===== src/rtl/c7bifu_brt_pkg.sv =====
// rtl/c7bifu_brt_pkg.sv - shared encodings for the IFU branch target/redirect unit
package c7bifu_brt_pkg;

    // Branch kind as delivered by the immediate decoder
    typedef enum logic [1:0] {
        BRK_NONE  = 2'b00,
        BRK_PCREL = 2'b01,
        BRK_COND  = 2'b10,
        BRK_IND   = 2'b11
    } brk_kind_e;

    // Redirect unit state
    typedef enum logic [1:0] {
        BRT_IDLE  = 2'b00,
        BRT_WAIT  = 2'b01,
        BRT_REDIR = 2'b10
    } brt_state_e;

    // Instruction fetch targets must be word aligned
    function automatic logic brt_misaligned(input logic [1:0] lsb);
        return (lsb != 2'b00);
    endfunction

endpackage


===== src/rtl/c7bifu_brt_add.sv =====
// rtl/c7bifu_brt_add.sv - shared target adder with base-operand mux
module c7bifu_brt_add #(
    parameter int PC_W = 32
) (
    input  logic            i_sel_rj,
    input  logic [PC_W-1:0] i_pc,
    input  logic [PC_W-1:0] i_rj,
    input  logic [PC_W-1:0] i_offs,
    output logic [PC_W-1:0] o_sum
);

    logic [PC_W-1:0] w_base;

    // Base is the branch PC on accept, the jirl base register while waiting
    assign w_base = i_sel_rj ? i_rj : i_pc;
    assign o_sum  = w_base + i_offs;

endmodule


===== src/rtl/c7bifu_brt.sv =====
// rtl/c7bifu_brt.sv - branch target resolve and single-outstanding fetch redirect
module c7bifu_brt
    import c7bifu_brt_pkg::*;
#(
    parameter int              PC_W      = 32,
    parameter logic [PC_W-1:0] RESET_TGT = 32'h1c000000
) (
    input  logic            clk,
    input  logic            resetn,
    input  logic            dec_valid,
    output logic            dec_ready,
    input  logic [PC_W-1:0] dec_pc,
    input  logic [PC_W-1:0] dec_br_offs,
    input  logic [1:0]      dec_kind,
    input  logic            cond_valid,
    input  logic            cond_taken,
    input  logic            rj_valid,
    input  logic [PC_W-1:0] rj_data,
    input  logic            flush,
    output logic            redir_valid,
    input  logic            redir_ready,
    output logic [PC_W-1:0] redir_pc,
    output logic            bt_done,
    output logic            bt_taken,
    output logic            exc_ade
);

    brt_state_e      r_state;
    brk_kind_e       r_kind;
    logic [PC_W-1:0] r_tgt;        // PC-relative target, or jirl offset while waiting for rj
    logic [PC_W-1:0] r_redir_pc;
    logic            r_bt_done;
    logic            r_bt_taken;
    logic            r_exc_ade;

    logic            w_sel_rj;
    logic [PC_W-1:0] w_offs;
    logic [PC_W-1:0] w_sum;

    // While waiting the adder sums rj with the held offset; otherwise decoder PC + offset
    assign w_sel_rj = (r_state == BRT_WAIT);
    assign w_offs   = w_sel_rj ? r_tgt : dec_br_offs;

    c7bifu_brt_add #(
        .PC_W (PC_W)
    ) u_add (
        .i_sel_rj (w_sel_rj),
        .i_pc     (dec_pc),
        .i_rj     (rj_data),
        .i_offs   (w_offs),
        .o_sum    (w_sum)
    );

    assign dec_ready   = (r_state == BRT_IDLE);
    assign redir_valid = (r_state == BRT_REDIR) & ~flush;
    assign redir_pc    = r_redir_pc;
    assign bt_done     = r_bt_done;
    assign bt_taken    = r_bt_taken;
    assign exc_ade     = r_exc_ade;

    // Redirect FSM; flush overrides every other event and suppresses all pulses
    always_ff @(posedge clk or negedge resetn) begin
        if (!resetn) begin
            r_state    <= BRT_IDLE;
            r_kind     <= BRK_NONE;
            r_tgt      <= '0;
            r_redir_pc <= RESET_TGT;
            r_bt_done  <= 1'b0;
            r_bt_taken <= 1'b0;
            r_exc_ade  <= 1'b0;
        end else begin
            r_bt_done  <= 1'b0;
            r_bt_taken <= 1'b0;
            r_exc_ade  <= 1'b0;
            if (flush) begin
                r_state <= BRT_IDLE;
            end else begin
                case (r_state)
                    BRT_IDLE: begin
                        if (dec_valid) begin
                            r_kind <= brk_kind_e'(dec_kind);
                            case (brk_kind_e'(dec_kind))
                                BRK_PCREL: begin
                                    r_tgt      <= w_sum;
                                    r_redir_pc <= w_sum;
                                    r_state    <= BRT_REDIR;
                                end
                                BRK_COND: begin
                                    r_tgt   <= w_sum;
                                    r_state <= BRT_WAIT;
                                end
                                BRK_IND: begin
                                    r_tgt   <= dec_br_offs;
                                    r_state <= BRT_WAIT;
                                end
                                default: begin
                                    r_state <= BRT_IDLE;
                                end
                            endcase
                        end
                    end
                    BRT_WAIT: begin
                        if ((r_kind == BRK_COND) && cond_valid) begin
                            if (cond_taken) begin
                                r_redir_pc <= r_tgt;
                                r_state    <= BRT_REDIR;
                            end else begin
                                r_bt_done <= 1'b1;
                                r_state   <= BRT_IDLE;
                            end
                        end else if ((r_kind == BRK_IND) && rj_valid) begin
                            if (brt_misaligned(w_sum[1:0])) begin
                                r_exc_ade <= 1'b1;
                                r_state   <= BRT_IDLE;
                            end else begin
                                r_redir_pc <= w_sum;
                                r_state    <= BRT_REDIR;
                            end
                        end
                    end
                    BRT_REDIR: begin
                        if (redir_ready) begin
                            r_bt_done  <= 1'b1;
                            r_bt_taken <= 1'b1;
                            r_state    <= BRT_IDLE;
                        end
                    end
                    default: begin
                        r_state <= BRT_IDLE;
                    end
                endcase
            end
        end
    end

endmodule

===== config.mk =====
export PLATFORM = sky130hd
export DESIGN_NAME = c7bifu_brt
export DESIGN_NICKNAME = d
export VERILOG_FILES = /design/src/rtl/c7bifu_brt_pkg.sv /design/src/rtl/c7bifu_brt_add.sv /design/src/rtl/c7bifu_brt.sv
export SDC_FILE = /design/constraint.sdc
export NUM_CORES = 1
export LEC_CHECK = 0
export ABC_AREA = 1
export BUFFER_PORTS_ARGS = -buffer_cell sky130_fd_sc_hd__buf_2
export CAP_MARGIN = 20
export CORE_MARGIN = 2
export CORE_UTILIZATION = 40
export DETAILED_ROUTE_END_ITERATION = 7
export PLACE_DENSITY = 0.61
export SLEW_MARGIN = 10
export SYNTH_ARGS = -nofsm -noshare
export SYNTH_HDL_FRONTEND = slang
export SYNTH_SLANG_ARGS = --single-unit
export TNS_END_PERCENT = 20

===== constraint.sdc =====
create_clock -name clk -period 4.69 [get_ports clk]
set_input_delay 1.407 -clock clk [delete_from_list [all_inputs] [get_ports clk]]
set_output_delay 1.407 -clock clk [all_outputs]
set_load 0.05 [all_outputs]

# --- After elaboration in Yosys (flattened, before gate mapping) ---
# Index checks and enable logic that the tools add are counted.
word_totals:
  register_bits: 71
  out_inout_bits: 37
  input_bits: 106
  wordCells: 68
classes:
  reduce_logical: 12
  bitwise_logic: 2
  mux: 31
  eq_ne: 15
  n_addsub: 1
ops:
  columns: ["cell", "count"]
  rows:
  - ["32-bit 2-to-1 mux", 8]
  - ["32-bit one-hot mux with 2 select lines", 2]
  - ["32-bit adder", 1]
  - ["2-bit 2-to-1 mux", 7]
  - ["3-bit != test (second input constant)", 4]
  - ["1-bit 2-to-1 mux", 11]
  - ["2-bit equality test (second input constant)", 5]
  - ["7-bit AND reduction", 1]
  - ["2-bit one-hot mux with 3 select lines", 1]
  - ["3-bit AND reduction", 2]
  - ["2-bit nonzero test", 3]
  - ["2-bit by 1-bit equality test with 1-bit output (second input constant)", 2]
  - ["4-bit != test (second input constant)", 1]
  - ["2-bit one-hot mux with 2 select lines", 1]
  - ["4-bit AND reduction", 1]
  - ["2-bit OR reduction", 2]
  - ["3-bit by 2-bit != test with 1-bit output (second input constant)", 1]
  - ["1-bit logical AND", 2]
  - ["2-bit logical NOT", 1]
  - ["2-bit by 1-bit != test with 1-bit output (second input constant)", 1]
  - ["2-bit != test (second input constant)", 1]
  - ["1-bit one-hot mux with 2 select lines", 1]
  - ["1-bit AND", 1]
  - ["1-bit inverter", 1]

# --- Logic depth before layout (Yosys ltp) ---
# Gate-level depths: netlist (run 1).
depth:
  depth_word: 9
  depth_mapped: 20
  ltp_nobuf: 18

# --- Hierarchy ---
# From an unflattened synthesis (run 1), not the netlist that was laid out.
hier_totals:
  cells_unflattened: 1156
  area_unflattened_um2: 7024.2
by_module_without_submodules:
  columns: ["module", "cells_per_inst", "area_each_um2", "seq_area_each_um2", "n_inst"]
  rows:
  - ["c7bifu_brt", 629, 4276.6, 1780.5, 1]
  - ["c7bifu_brt_add", 527, 2747.6, 0.0, 1]

# --- Worst setup path after synthesis (run 1) ---
# OpenSTA, ideal clock, no wires.
synth_timing:
  path_kind: "in2out"
  start: "in flush"
  end: "out redir_valid"
  required_time_ps: 3283
  n_path_buf: 0
  path_stages: 1
  setup_slack_ps: 1222
  arrival_ps: 2061
  cell_sequence: "nor2_1"
synth_between:
  elab_chain_len: 2
synth_rtl:
  columns: ["element", "line", "text"]
  rows:
  - ["from (decl)", "c7bifu_brt.sv:19", "input logic flush,"]
  - ["1-bit inverter (no source line)", null, null]
  - ["1-bit AND", "c7bifu_brt.sv:55", "assign redir_valid = (r_state == BRT_REDIR) & ~flush;"]
  - ["to (decl)", "c7bifu_brt.sv:20", "output logic redir_valid,"]
# No other way between the ends.

# --- Worst setup path after layout (run 1) ---
layout_timing:
  start: "in rj_data[0]"
  end: "reg r_redir_pc[10], in the netlist redir_pc[10]"
layout_between:
  elab_chain_len: 6
  word_cells_on_any_way: 11
  classes_between: "add/sub: 1; eq/ne: 1; mux: 7; reduce/logical: 2"
layout_rtl:
  columns: ["element", "line", "text"]
  rows:
  - ["from (decl)", "c7bifu_brt.sv:18", "input logic [PC_W-1:0] rj_data,"]
  - ["32-bit 2-to-1 mux (*)", "c7bifu_brt_add.sv:15", "assign w_base = i_sel_rj ? i_rj : i_pc;"]
  - ["32-bit adder (*)", "c7bifu_brt_add.sv:16", "assign o_sum = w_base + i_offs;"]
  - ["32-bit 2-to-1 mux", "c7bifu_brt.sv:112", "if (brt_misaligned(w_sum[1:0])) begin"]
  - ["32-bit 2-to-1 mux", "c7bifu_brt.sv:111", "end else if ((r_kind == BRK_IND) && rj_valid) begin"]
  - ["32-bit 2-to-1 mux", "c7bifu_brt.sv:103", "if ((r_kind == BRK_COND) && cond_valid) begin"]
  - ["32-bit one-hot mux with 2 select lines", "c7bifu_brt.sv:78", "case (r_state)"]
  - ["to (signal assigned)", "c7bifu_brt.sv:85", "r_redir_pc <= w_sum;"]
  - ["to (signal assigned)", "c7bifu_brt.sv:105", "r_redir_pc <= r_tgt;"]
  - ["to (signal assigned)", "c7bifu_brt.sv:116", "r_redir_pc <= w_sum;"]
  - ["to (decl)", "c7bifu_brt.sv:31", "logic [PC_W-1:0] r_redir_pc;"]
# Every way passes the cells marked *; elsewhere a longest branch is shown, timed or not. The select of a mux whose other input is x is not followed.
# A chain may end at the register's enable or synchronous reset.

==> impl_metrics.env, run 1 <==
export IMPL_synth_cells=1095
export IMPL_synth_commonest_cells="nand2_1 (430), inv_1 (172), nor2_1 (72)"
export IMPL_period_share_pct=77.66
export IMPL_clock_skew_ps=4.300
export IMPL_die_h_um=133.2
export IMPL_dr_total_vias=7078
export IMPL_timing_max_transition_violations_final=0
export IMPL_dr_pass1_iters=5
export IMPL_ys_seq_elements=71
export IMPL_antenna_diode_count=0
export IMPL_cts_tree="built"
export IMPL_worstMarginPinSlew_ps=814.0
export IMPL_ctsRootBufferMaster="clkbuf_16"
export IMPL_clk_pin_slew_ps=50
export IMPL_finalHoldViolCount=0
export IMPL_max_slew_margin_rel_pct=45.66
export IMPL_rows=47
export IMPL_synth_most_common_cell="nand2_1"
export IMPL_ios=143
export IMPL_drive_gt1_share_pct=17.06
export IMPL_grt_pass1_vias=6902
export IMPL_cts_sinks=71
export IMPL_hold_worst_slack_ps=470.8
export IMPL_fillers=1810
export IMPL_synth_seq_area_share_pct=26.67
export IMPL_synth_cell_type_count=36
export IMPL_grt_first_pass_wirelength_um=34470
export IMPL_ys_async_sr_fraction_pct=100.0
export IMPL_setup_worst_path_start_class="primary input"
export IMPL_setup_viol=0
export IMPL_start_util_pct=40.54
export IMPL_ys_flop_type="dfrtp_1"
export IMPL_setup_slack_ps=1048
export IMPL_syn_nets=1237
export IMPL_numCtsBuffers=9
export IMPL_grt_max_degree=46
export IMPL_vias_per_cell=4.898
export IMPL_grt_use_total_pct=24.77
export IMPL_end_kind="flip-flop"
export IMPL_areaGrowthSynthToFinish_pct=17.39
export IMPL_layout_min_cycle_time_ps=3642
export IMPL_dpl_hpwl_um=16770
export IMPL_htreeDepth=3
export IMPL_die_width_um=133.2
export IMPL_powerDensity_nw_per_um2=528.4
export IMPL_core_area_um2=16470
export IMPL_worstSetupPathType="in2reg"
export IMPL_final_nets=1364
export IMPL_grt_overflow_total=0
export IMPL_insertion_delay_ps=330
export IMPL_cpPeakStageDelay_ps=510
export IMPL_port_buffers=142
export IMPL_power_leakage_nw=4.663
export IMPL_setup_tns_ps=0
export IMPL_wl_per_cell_um=14.84
export IMPL_post_cts_buffers=0
export IMPL_ctsResizeCount=0
export IMPL_synth_area_per_cell_um2=6.096
export IMPL_arrival_ps=3850
export IMPL_critPathRequiredTime_ps=4900
export IMPL_dieArea_um2=17740
export IMPL_yosys_warnings=0
export IMPL_cts_hold_buf=0
export IMPL_postRouteAntennaNets=0
export IMPL_status="finished clean"
export IMPL_yosysTopAreaCellShare_pct=25.49
export IMPL_min_path_type="reg2reg"
export IMPL_antenna_found_initial=0
export IMPL_gp_congestion=0.9321
export IMPL_yosys_top_cells_area="dfrtp_1 (25%), nand2_1 (24%), inv_1 (9.7%)"
export IMPL_drc=0
export IMPL_crit_chain="buf_2 -> mux2_2 -> ha_1 -> fa_1 -> inv_1 -> nand2_1 -> nand3_1 -> nand4_1 -> nor2_1 -> buf_4 -> inv_2 -> buf_4 -> a21oi_1 -> o21ai_0 -> nand2_1"
export IMPL_finalNonFillerCells=1445
export IMPL_cts_buffer_depth=2
export IMPL_wirelength_um=21440
export IMPL_vdd_drop_max_uv=298.3
export IMPL_drv_cap=0
export IMPL_timing_fmax_ghz=0.2746
export IMPL_crit_path_max_fanout=45
export IMPL_pre_cts_slack_ps=729.1
export IMPL_critPathSlowestCell="fa_1"
export IMPL_dp_cells=1431
export IMPL_rsz0062_at_grt="false"
export IMPL_drt_iter0_drc=494
export IMPL_syn_cell_area_um2=6675
export IMPL_synth_edf_count=0
export IMPL_synth_top_area_cell="dfrtp_1"
stage by stage:
stage               utilization (%)  total power, mW  area, um2
CTS                           47.59            4.162       7836
global placement              45.89            3.462       7556
finish                        47.59            4.141       7836
floorplan                         -            2.811       6675
detailed placement            45.89            3.475       7556
global route                  47.59            4.490       7836
kinds of logic (layout without fill, tap and decap cells):
group                    count (synthesis)  in the layout  synth area share, %
AND/OR/NAND/NOR                        588            588                35.16
adder cells (fa/ha/maj)                 36             36                6.860
flip-flops                              71             71                26.67
AO/OA/AOI/OAI                          145            145                11.57
multiplexers                            32             32                5.380
XOR/XNOR                                13             13                1.706
buffers and inverters                  210            340                12.65
critical path: cells and delay by family:
kind	cells	cell delay, ps
AOI/OAI and AO/OA	2	160
adders and majority gates	2	750
buffers and inverters	5	880
muxes	1	260
and+or+nand+nor	5	370
placed cells by master, fill, tap and decap left out, types with 2 or more instances in the layout:
master,synthesis,layout
o21ai_0,58,58
nand3_1,70,70
or2_2,3,3
buf_2,18,142
nand2_1,430,430
a21oi_2,2,2
inv_1,172,171
dfrtp_1,68,68
a21oi_1,62,62
clkbuf_16,0,9
ha_1,35,34
mux2_2,31,31
xor2_1,3,3
nand4_1,4,4
buf_4,1,8
nor3_1,2,2
inv_2,3,3
clkbuf_1,12,3
o211ai_1,6,6
o21a_1,4,4
nand3b_1,2,2
o21ai_1,7,7
dfstp_2,3,3
nor2_1,72,72
a21o_1,2,2
a31oi_1,2,2
xnor2_1,10,10
final timing paths:
path	slack [ps]	from	depth (start not counted)	to
worst max-delay path	1050	rj_data[0]	15	redir_pc[10]
worst min-delay path	470	redir_pc[27]	2	redir_pc[27]
worst max register to register	1110	r_state[1]	18	redir_pc[10]
worst min register to register	470	redir_pc[27]	2	redir_pc[27]
max in group asynchronous	2880	resetn	2	redir_pc[15]
min in group asynchronous	990	resetn	1	r_tgt[24]
report_power, final:
| group | switching [mW] | leakage (nW) | internal, mW |
|---|---|---|---|
| logic | 1.67 | 3.66 | 0.730 |
| clock network | 0.247 | 0.136 | 0.421 |
| registers | 0.186 | 0.872 | 0.886 |
| total | 2.10 | 4.66 | 2.04 |
per-layer routing:
metal,track usage [%],up-vias,share of wire [%]
met3,2.816,41,4.2
met2,43.98,211,48
met4,9.811,0,3.9
met1,30.77,3162,44
met5,0,-,0
li1,-,3664,-
final cells by class:
type | count | area [um2] | area share (%)
sequential | 71 | 1780 | 22.72
clock inverter | 1 | 30.03 | 0.3832
multi-input combinational | 814 | 4053 | 51.72
inverter | 175 | 656.9 | 8.383
clock buffer | 13 | 250.2 | 3.193
tap | 220 | 275.3 | 3.513
timing repair buffer | 151 | 790.8 | 10.09
sequential cells by signal, indices dropped and copies added (netlist names):
register	count
r_kind	2
bt_taken	1
bt_done	1
exc_ade	1
r_tgt	32
redir_pc	32
r_state	2
(Power assumes the default switching activity.)
==> run 2: changes to the inputs <==
clock period = 3.6 ns   (was 4.69 ns; I/O delays follow)
==> run 2 against run 1 <==
Sequential share of layout area down 0.34 points; worst hold slack worse by 4.2 ps; register-to-register slack worse by 800 ps; die area unchanged; total power up 33%; global-route usage down 0.42 points; non-clock buffer count up 5; cell count up 0.48%; largest power group unchanged.
==> impl_metrics.env, run 2 (same netlist as run 1, synthesis figures left out) <==
export IMPL_ctsResizeCount=0
export IMPL_rsz0062_at_grt="false"
export IMPL_drive_gt1_share_pct=17.61
export IMPL_worstMarginPinSlew_ps=831.7
export IMPL_critPathRequiredTime_ps=3810
export IMPL_pre_cts_slack_ps=182.6
export IMPL_setup_worst_path_start_class="flip-flop"
export IMPL_die_h_um=133.2
export IMPL_insertion_delay_ps=340
export IMPL_ios=143
export IMPL_grt_use_total_pct=24.35
export IMPL_htreeDepth=3
export IMPL_fillers=1777
export IMPL_dpl_hpwl_um=16830
export IMPL_antenna_diode_count=0
export IMPL_rows=47
export IMPL_final_core_util_pct=48.32
export IMPL_wirelength_um=21490
export IMPL_ff2ff_setup_slack_ps=310
export IMPL_p_clk_share_pct=17.7
export IMPL_min_from="redir_pc[26]"
export IMPL_status="finished clean"
export IMPL_setup_slack_ps=314.8
export IMPL_final_cell_mix="nand2_1 (430), inv_1 (172), buf_2 (142)"
export IMPL_die_width_um=133.2
export IMPL_postRouteAntennaNets=0
export IMPL_drv_cap=0
export IMPL_r2r_start="r_state[1]"
export IMPL_grt_max_degree=54
export IMPL_timing_max_transition_violations_final=0
export IMPL_clock_skew_ps=6.655
export IMPL_clk_pin_slew_ps=60
export IMPL_max_slew_margin_rel_pct=44.56
export IMPL_crit_path_max_fanout=19
export IMPL_grt_overflow_total=0
export IMPL_vdd_drop_max_uv=523.4
export IMPL_vias_per_cell=4.944
export IMPL_period_share_pct=91.26
export IMPL_r2r_end="r_tgt[13]"
export IMPL_design_area_um2=7956
export IMPL_combPwrFrac_pct=57.2
export IMPL_drc=0
export IMPL_grt_first_pass_wirelength_um=34050
export IMPL_critPathMostFrequentCell="nand2_1"
export IMPL_cpPeakStageDelay_ps=380
export IMPL_seqPwrFrac_pct=25.2
export IMPL_final_nets=1369
export IMPL_power_net_switching_mw=2.750
export IMPL_dpl_instance_area_um2=7631
export IMPL_end_kind="flip-flop"
export IMPL_core_area_um2=16470
export IMPL_arrival_ps=3490
export IMPL_holdPathStages=2
export IMPL_cts_tree="built"
export IMPL_internal_power_mw=2.772
export IMPL_areaGrowthSynthToFinish_pct=19.19
export IMPL_setup_tns_ps=0
export IMPL_dr_total_vias=7179
export IMPL_post_cts_buffers=0
export IMPL_ctsRootBufferMaster="clkbuf_16"
export IMPL_power_leakage_nw=4.730
export IMPL_final_common_cell="nand2_1"
export IMPL_swShare_pct=49.80
export IMPL_finalHoldViolCount=0
export IMPL_dr_pass1_iters=5
export IMPL_reg2regPathDepth=15
export IMPL_layout_min_cycle_time_ps=3285
export IMPL_cts_sinks=71
export IMPL_drt_iter0_drc=466
export IMPL_setup_viol=0
export IMPL_cts_buffer_depth=2
export IMPL_antenna_found_initial=0
export IMPL_worstSetupPathType="reg2reg"
export IMPL_cts_hold_buf=0
export IMPL_crit_chain="inv_1 -> ha_2 -> buf_4 -> mux2_2 -> ha_1 -> nand2_1 -> nand3_1 -> nand2_1 -> nand2_1 -> nand2_1 -> nand2_1 -> xnor2_1 -> nand2_1 -> nand2_1 -> o21ai_0"
export IMPL_port_buffers=142
export IMPL_dieArea_um2=17740
export IMPL_timing_fmax_ghz=0.3044
export IMPL_start_util_pct=40.54
export IMPL_numCtsBuffers=9
export IMPL_powerDensity_nw_per_um2=694.0
export IMPL_grt_pass1_vias=6720
export IMPL_critPathSlowestCell="dfrtp_1"
export IMPL_gp_congestion=0.9589
export IMPL_wl_per_cell_um=14.80
export IMPL_holdPathEnd="redir_pc[26]"
export IMPL_min_path_type="reg2reg"
[run 2: changes by cell type in the layout (fill, tap and decap cells not counted)]
cell,previous run,this run
clkbuf_1,3,2
clkinv_1,1,0
clkinv_2,0,1
buf_4,8,10
buf_12,1,4
inv_1,171,172
clkbuf_8,1,2
bufinv_16,1,2
[run 2: power groups by stage]
stage	Combinational, mW	Clock, mW	Sequential, mW
after global placement	3.13	0	1.40
after global routing	3.50	1.03	1.43
final	3.16	0.975	1.39
after CTS	3.16	0.988	1.39
after floorplan	1.75	0	1.92
after detailed placement	3.15	0	1.39
[run 2: layout make-up]
type / instances / area, um2 / share of cell area [%]
Clock buffer: 13 / 260.3 / 3.271
Sequential cell: 71 / 1780 / 22.38
Multi-Input combinational cell: 814 / 4053 / 50.94
Tap cell: 220 / 275.3 / 3.460
Clock inverter: 3 / 65.06 / 0.8177
Inverter: 175 / 656.9 / 8.256
Timing Repair Buffer: 156 / 865.8 / 10.88
[run 2: worst max-delay path by stage]
| stage | start | slack [ps] | endpoint | cells past startpoint |
|---|---|---|---|---|
| after floorplan | rj_data[0] | 670 | redir_pc[0] | 12 |
| after global placement | rj_data[0] | 170 | redir_pc[16] | 14 |
| after detailed placement | rj_data[0] | 180 | redir_pc[16] | 14 |
| after CTS | r_state[1] | 320 | r_tgt[13] | 15 |
| after global routing | r_state[1] | 110 | r_tgt[13] | 15 |
| final | r_state[1] | 310 | r_tgt[13] | 15 |
[run 2: metal layers]
metal | part of all wire (%) | wire length, um | vias up | track usage (%)
met4 | 3.7 | 786 | 0 | 9.456
met1 | 43 | 9205 | 3206 | 30.55
met3 | 5.7 | 1215 | 40 | 3.387
met5 | 0 | 0 | - | 0
li1 | - | - | 3686 | -
met2 | 48 | 10280 | 247 | 42.49
[run 2: critical path: cells and delay by family (launching register included)]
kind / cells / cell delay, ps
compound gates: 1 / 80
xor+xnor: 1 / 330
fa+ha+maj: 2 / 730
buf+inv: 2 / 420
flops: 1 / 380
mux: 1 / 370
simple gates: 8 / 850
[run 2: per-stage QoR]
step | hold WS, ps | power [mW] | cells
global placement | 457.7 | 4.535 | 1436
detailed placement | 460.2 | 4.542 | 1436
floorplan | 465.8 | 3.662 | 1095
global route | 472.3 | 5.953 | 1452
finish | 466.6 | 5.522 | 1452
CTS | 468.0 | 5.539 | 1452
